File: src/rtl/pipe_ctrl_pkg.sv
// Shared constants for the ID-stage control path: opcodes, bundle bit positions,
// ALUOp encodings and the per-instruction control bundles.
package pipe_ctrl_pkg;

    localparam logic [5:0] OP_RTYPE = 6'b000000;
    localparam logic [5:0] OP_ADDI  = 6'b001000;
    localparam logic [5:0] OP_LW    = 6'b100011;
    localparam logic [5:0] OP_SW    = 6'b101011;
    localparam logic [5:0] OP_BEQ   = 6'b000100;
    localparam logic [5:0] OP_J     = 6'b000010;

    localparam int BIT_REG_WRITE  = 7;
    localparam int BIT_MEM_TO_REG = 6;
    localparam int BIT_MEM_READ   = 5;
    localparam int BIT_MEM_WRITE  = 4;
    localparam int BIT_ALU_SRC    = 3;
    localparam int BIT_ALU_OP_HI  = 2;
    localparam int BIT_ALU_OP_LO  = 1;
    localparam int BIT_REG_DST    = 0;

    localparam logic [1:0] ALUOP_ADD   = 2'b00;
    localparam logic [1:0] ALUOP_SUB   = 2'b01;
    localparam logic [1:0] ALUOP_FUNCT = 2'b10;

    // {RegWrite, MemtoReg, MemRead, MemWrite, ALUSrc, ALUOp[1:0], RegDst}
    localparam logic [7:0] CTRL_RTYPE = {1'b1, 1'b0, 1'b0, 1'b0, 1'b0, ALUOP_FUNCT, 1'b1};
    localparam logic [7:0] CTRL_ADDI  = {1'b1, 1'b0, 1'b0, 1'b0, 1'b1, ALUOP_ADD,   1'b0};
    localparam logic [7:0] CTRL_LW    = {1'b1, 1'b1, 1'b1, 1'b0, 1'b1, ALUOP_ADD,   1'b0};
    localparam logic [7:0] CTRL_SW    = {1'b0, 1'b0, 1'b0, 1'b1, 1'b1, ALUOP_ADD,   1'b0};
    localparam logic [7:0] CTRL_BEQ   = {1'b0, 1'b0, 1'b0, 1'b0, 1'b0, ALUOP_SUB,   1'b0};
    localparam logic [7:0] CTRL_J     = 8'h00;

endpackage

File: src/rtl/id_ctrl_decode.sv
// Combinational opcode decoder: control bundle, source-register usage,
// branch/jump flags and unsupported-opcode detection.
module id_ctrl_decode
    import pipe_ctrl_pkg::*;
(
    input  logic [31:0] instr,
    output logic [7:0]  bundle,
    output logic        uses_rs,
    output logic        uses_rt,
    output logic        is_beq,
    output logic        is_j,
    output logic        illegal
);

    always_comb begin
        bundle  = 8'h00;
        uses_rs = 1'b0;
        uses_rt = 1'b0;
        is_beq  = 1'b0;
        is_j    = 1'b0;
        illegal = 1'b0;
        // An all-zero word is a nop, not an R-type writing $0.
        if (instr != 32'h0) begin
            case (instr[31:26])
                OP_RTYPE: begin bundle = CTRL_RTYPE; uses_rs = 1'b1; uses_rt = 1'b1; end
                OP_ADDI:  begin bundle = CTRL_ADDI;  uses_rs = 1'b1; end
                OP_LW:    begin bundle = CTRL_LW;    uses_rs = 1'b1; end
                OP_SW:    begin bundle = CTRL_SW;    uses_rs = 1'b1; uses_rt = 1'b1; end
                OP_BEQ:   begin bundle = CTRL_BEQ;   uses_rs = 1'b1; uses_rt = 1'b1; is_beq = 1'b1; end
                OP_J:     begin bundle = CTRL_J;     is_j = 1'b1; end
                default:  illegal = 1'b1;
            endcase
        end
    end

endmodule

File: src/rtl/id_hazard_ctrl.sv
// ID-stage control producer: decode, load-use/branch hazard stall, branch/jump
// resolution, IF flush and saturating stall/flush counters.
module id_hazard_ctrl
    import pipe_ctrl_pkg::*;
#(
    parameter int CNT_W = 16
) (
    input  logic             clk_i,
    input  logic             rst_i,
    input  logic [31:0]      instr_i,
    input  logic             rs_eq_rt_i,
    output logic [7:0]       pipeline_info_o,
    output logic [4:0]       RSaddr_o,
    output logic [4:0]       RTaddr_o,
    output logic [4:0]       RDaddr_o,
    output logic             PCWrite_o,
    output logic             IFIDWrite_o,
    output logic             IFFlush_o,
    output logic             branch_taken_o,
    output logic             jump_o,
    output logic             illegal_o,
    output logic [CNT_W-1:0] stall_cnt_o,
    output logic [CNT_W-1:0] flush_cnt_o
);

    logic [7:0] bundle;
    logic       uses_rs, uses_rt, is_beq, is_j, dec_illegal;

    id_ctrl_decode u_decode (
        .instr   (instr_i),
        .bundle  (bundle),
        .uses_rs (uses_rs),
        .uses_rt (uses_rt),
        .is_beq  (is_beq),
        .is_j    (is_j),
        .illegal (dec_illegal)
    );

    logic [4:0] rs, rt, rd, dst;
    assign rs  = instr_i[25:21];
    assign rt  = instr_i[20:16];
    assign rd  = instr_i[15:11];
    assign dst = bundle[BIT_REG_DST] ? rd : rt;

    assign RSaddr_o = rs;
    assign RTaddr_o = rt;
    assign RDaddr_o = rd;

    // Mirrors of what is now in EX and MEM; bubbles travel as zeros.
    logic       ex_reg_write, ex_mem_read, mem_mem_read;
    logic [4:0] ex_dst, mem_dst;

    logic ex_hits_rs, ex_hits_rt, mem_hits_any;
    logic load_use, branch_haz, stall, go;
    logic [7:0] issued;

    assign ex_hits_rs   = (ex_dst != 5'd0) && (ex_dst == rs);
    assign ex_hits_rt   = (ex_dst != 5'd0) && (ex_dst == rt);
    assign mem_hits_any = (mem_dst != 5'd0) && ((mem_dst == rs) || (mem_dst == rt));

    assign load_use   = ex_mem_read && ((uses_rs && ex_hits_rs) || (uses_rt && ex_hits_rt));
    assign branch_haz = is_beq && ((ex_reg_write && (ex_hits_rs || ex_hits_rt)) ||
                                   (mem_mem_read && mem_hits_any));
    assign stall      = !rst_i && (load_use || branch_haz);
    assign go         = !rst_i && !stall;
    assign issued     = go ? bundle : 8'h00;

    assign pipeline_info_o = issued;
    assign PCWrite_o       = go;
    assign IFIDWrite_o     = go;
    assign branch_taken_o  = go && is_beq && rs_eq_rt_i;
    assign jump_o          = go && is_j;
    assign IFFlush_o       = branch_taken_o || jump_o;

    logic             illegal_q;
    logic [CNT_W-1:0] stall_cnt_q, flush_cnt_q;

    always_ff @(posedge clk_i) begin
        if (rst_i) begin
            ex_reg_write <= 1'b0;
            ex_mem_read  <= 1'b0;
            ex_dst       <= 5'd0;
            mem_mem_read <= 1'b0;
            mem_dst      <= 5'd0;
            illegal_q    <= 1'b0;
            stall_cnt_q  <= '0;
            flush_cnt_q  <= '0;
        end else begin
            ex_reg_write <= issued[BIT_REG_WRITE];
            ex_mem_read  <= issued[BIT_MEM_READ];
            ex_dst       <= go ? dst : 5'd0;
            mem_mem_read <= ex_mem_read;
            mem_dst      <= ex_dst;
            illegal_q    <= illegal_q || dec_illegal;
            if (stall && (stall_cnt_q != '1))
                stall_cnt_q <= stall_cnt_q + 1'b1;
            if (IFFlush_o && (flush_cnt_q != '1))
                flush_cnt_q <= flush_cnt_q + 1'b1;
        end
    end

    assign illegal_o   = !rst_i && illegal_q;
    assign stall_cnt_o = rst_i ? '0 : stall_cnt_q;
    assign flush_cnt_o = rst_i ? '0 : flush_cnt_q;

endmodule

File: config.mk
export PLATFORM = sky130hd
export DESIGN_NAME = id_hazard_ctrl
export DESIGN_NICKNAME = d
export VERILOG_FILES = /design/src/rtl/pipe_ctrl_pkg.sv /design/src/rtl/id_ctrl_decode.sv /design/src/rtl/id_hazard_ctrl.sv
export SDC_FILE = /design/constraint.sdc
export NUM_CORES = 1
export LEC_CHECK = 0
export CAP_MARGIN = 20
export CORE_MARGIN = 3
export CORE_UTILIZATION = 45
export DETAILED_ROUTE_END_ITERATION = 8
export MAX_ROUTING_LAYER = met4
export PLACE_DENSITY_LB_ADDON = 0.3
export SLEW_MARGIN = 10
export SYNTH_ARGS = -nofsm -noshare
export SYNTH_HDL_FRONTEND = slang
export SYNTH_SLANG_ARGS = --single-unit
File: constraint.sdc
create_clock -name clk_i -period 3.5 [get_ports clk_i]
set_input_delay 0.7 -clock clk_i [delete_from_list [all_inputs] [get_ports clk_i]]
set_output_delay 0.7 -clock clk_i [all_outputs]
set_load 0.1 [all_outputs]
==> impl_metrics.yaml <==
clock_network:
  htree_num_levels: 2
  cts_sinks: 46
  numCtsBuffers: 5
  clock_path_buffers: 2
  cts_tree: "yes"
  clk_pin_slew_worst_paths_ps: 80
  clockRootBuffer: "clkbuf_8"
  ctsHoldBuffers: 0
  clock_latency_ps: 290
logic_synthesis:
  yosysTopAreaCellShare: 0.314
  synth_area_leader_cell: "dfxtp_1"
  synthTopCellsByArea: "dfxtp_1 31%, nor2b_1 8.3%, xor2_1 6.6%"
  synthCells: 358
  synth_enable_flop_cells: 0
  synth_cell_types: 47
  ys_ff_latch: 46
  synthFlopType: "dfxtp_1"
  synth-warning-count: 0
  avgSynthCellArea_um2: 8.18
  synth_area_um2: 2930
  ys_seq_area_frac: 0.314
  synth_fp_nets: 395
  async_flop_share: 0
power:
  p_int_uw: 766
  power.density_nw_per_um2: 262
  p_sw_frac: 0.318
  power_frac_comb: 0.245
  ir_worst_vdd_mv: 0.242
  p_clk_frac: 0.276
  power.switching_uw: 357
  leakagePower_nw: 1.85
  seqPwrFrac: 0.479
setup_path:
  start_kind: "primary input"
  max_stage_delay_ps: 580
  endpoint_kind: "output pin"
  path_cells: "clkdlybuf4s50_1 -> nor2b_2 -> nand3_1 -> o32a_2 -> o211ai_1 -> buf_4 -> buf_4 -> nor2_4 -> and2_4 -> buf_12"
  cp_common_cell: "buf_4"
  cp.arrival_ps: 2790
  cp.required_ps: 2800
  critPathKind: "primary input to output pin"
  slowest_stage: "clkdlybuf4s50_1"
  cp_max_fo: 4
place:
  dpl.hpwl_um: 6250
  placed_area_um2: 4160
  numPortBuffers: 95
  dpl.cell_count: 541
  gp_congestion: 0.852
die:
  design.core.area_um2: 6100
  die_x_um: 86.7
  initial_utilization: 0.481
  fp-row-count: 28
  die-height_um: 86.7
  dieArea_um2: 7510
  num_io_pins: 96
detailed_routing:
  first_pass_iters: 4
  wl_per_cell_um: 15.1
  dr_total_vias: 3045
  drc: 0
  vias_per_cell: 5.51
  drt_iter0_markers: 123
  final_antenna_net_count: 0
  routed_wl_um: 8360
sta:
  maxSlewViolCount: 0
  period_share: 0.998
  slew_headroom: 0.584
  hold_viol_final: 0
  setup_tns_ps: 0
  clock.fmax_ghz: 0.286
  setup_viol: 0
  worstMarginPinSlew_ps: 624
  skew_ps: 8.19
  period_needed_ps: 3490
final_layout:
  stdcell_area_um2: 4280
  fill_cells: 487
  final_cell_count_no_fill: 553
  drive_gt1_frac: 0.370
  antenna_cells: 0
  num-nets-final: 515
  area_delta_synth_final_pct: 46.0
grt:
  grt_use_total: 0.226
  grt_start_max_net_pins: 69
  grt_pass1_wl_um: 13500
  grt_pass1_vias: 3023
  antenna_found_initial: 0
  grt_overflow: 0
run_status:
  outcome: "finished clean"
worst_hold_path:
  min_path_type: "register to register"
run:
  max_cap_viol_count: 0
layout make-up:
| class | count | area (µm²) | share of cell area |
|---|---|---|---|
| Tap cell | 75 | 93.8 | 0.0219 |
| Sequential cell | 46 | 921 | 0.215 |
| Clock inverter | 1 | 7.51 | 0.00175 |
| Multi-Input combinational cell | 272 | 1890 | 0.441 |
| Inverter | 6 | 22.5 | 0.00526 |
| Timing Repair Buffer | 147 | 1270 | 0.297 |
| Clock buffer | 6 | 72.6 | 0.0170 |
critical path, delay by kind of cell:
family / cells / cell delay, ps
buffers and inverters: 4 / 1030
AND/OR/NAND/NOR: 4 / 540
AO/OA/AOI/OAI: 2 / 510
repair_timing:
item	4_1_cts	5_1_grt
resized for setup	38	44
pin swaps	15	17
setup endpoints to repair	13	13
buffers inserted	2	3
cell usage in the layout (no fill, tap or decap), types with 5 or more instances in the layout:
cell type      Yosys  final
nand3_1           19     19
inv_1              6      6
dfxtp_1           46     46
clkbuf_8           0      5
buf_4             19     98
or3_1             10      9
nand2_1           21     19
nor2b_1           39     38
nor4_1            10      5
buf_12             0     13
o21ai_0           15     15
nand4_1            7      7
a21oi_1            9      8
mux2_2            11     11
nor4_2             0      5
mux2i_1            7      7
nor3_1            14     13
or4_1              7      7
dlygate4sd2_1      0      7
nor2_1            39     34
clkbuf_2           0     15
xor2_1            22     22
state kept, by name (all words and copies together), names as in the netlist:
name and flops:
stall_cnt_q 16, flush_cnt_q 16, illegal_q 1, ex_reg_write 1
ex_mem_read 1, ex_dst 5, mem_mem_read 1, mem_dst 5
synthesized netlist by cell type, drive strengths merged, types with 9 or more instances:
cell type,number
clkbuf,9
dfxtp,46
nand3,19
nor3,15
xor2,22
or3,10
buf,25
o21ai,16
mux2,13
nor2b,39
nor2,39
nand2,21
a21oi,9
nor4,11
metrics by stage:
step                      power [mW]   util  setup WS, ps  hold WS, ps
final                           1.12  0.702          5.75          500
after global routing            1.17  0.702         -38.4          515
after CTS                       1.13  0.700          2.81          488
after detailed placement       0.827  0.683          -263          475
after global placement         0.823  0.683          -223          466
after floorplan                0.721      -          -577          447
cell families after synthesis:
group | synth area share
AND/OR/NAND/NOR | 0.335
multiplexers | 0.0739
flip-flops | 0.314
buffers and inverters | 0.0841
adder cells (fa/ha/maj) | 0.0120
XOR/XNOR | 0.0658
AO/OA/AOI/OAI | 0.114
final timing paths:
check / to / cells after the start / slack (ps) / start
setup / recovery: branch_taken_o / 10 / 6 / instr_i[28]
setup reg to reg: flush_cnt_q[13]$_SDFFE_PP0P_ / 9 / 880 / flush_cnt_q[0]$_SDFFE_PP0P_
hold reg to reg: stall_cnt_q[12]$_SDFFE_PP0P_ / 1 / 500 / stall_cnt_q[12]$_SDFFE_PP0P_
hold / removal: stall_cnt_q[12]$_SDFFE_PP0P_ / 1 / 500 / stall_cnt_q[12]$_SDFFE_PP0P_
per-layer routing:
metal	part of all wire	global-route usage	up-vias	wire length, µm
met1	0.41	0.256	1443	3410
met4	0.023	0.0793	0	192
met3	0.063	0.0371	18	529
li1	-	-	1480	-
met2	0.51	0.398	104	4230
met5	0	-	-	0
power groups by stage:
stage | registers (mW) | logic [mW] | clock network, mW
6_report | 0.538 | 0.275 | 0.310
5_1_grt | 0.539 | 0.290 | 0.343
4_1_cts | 0.538 | 0.272 | 0.319
3_5_place_dp | 0.551 | 0.277 | 0
3_3_place_gp | 0.550 | 0.273 | 0
2_1_floorplan | 0.548 | 0.173 | 0
Note: power is estimated with default switching activity, not from simulation.
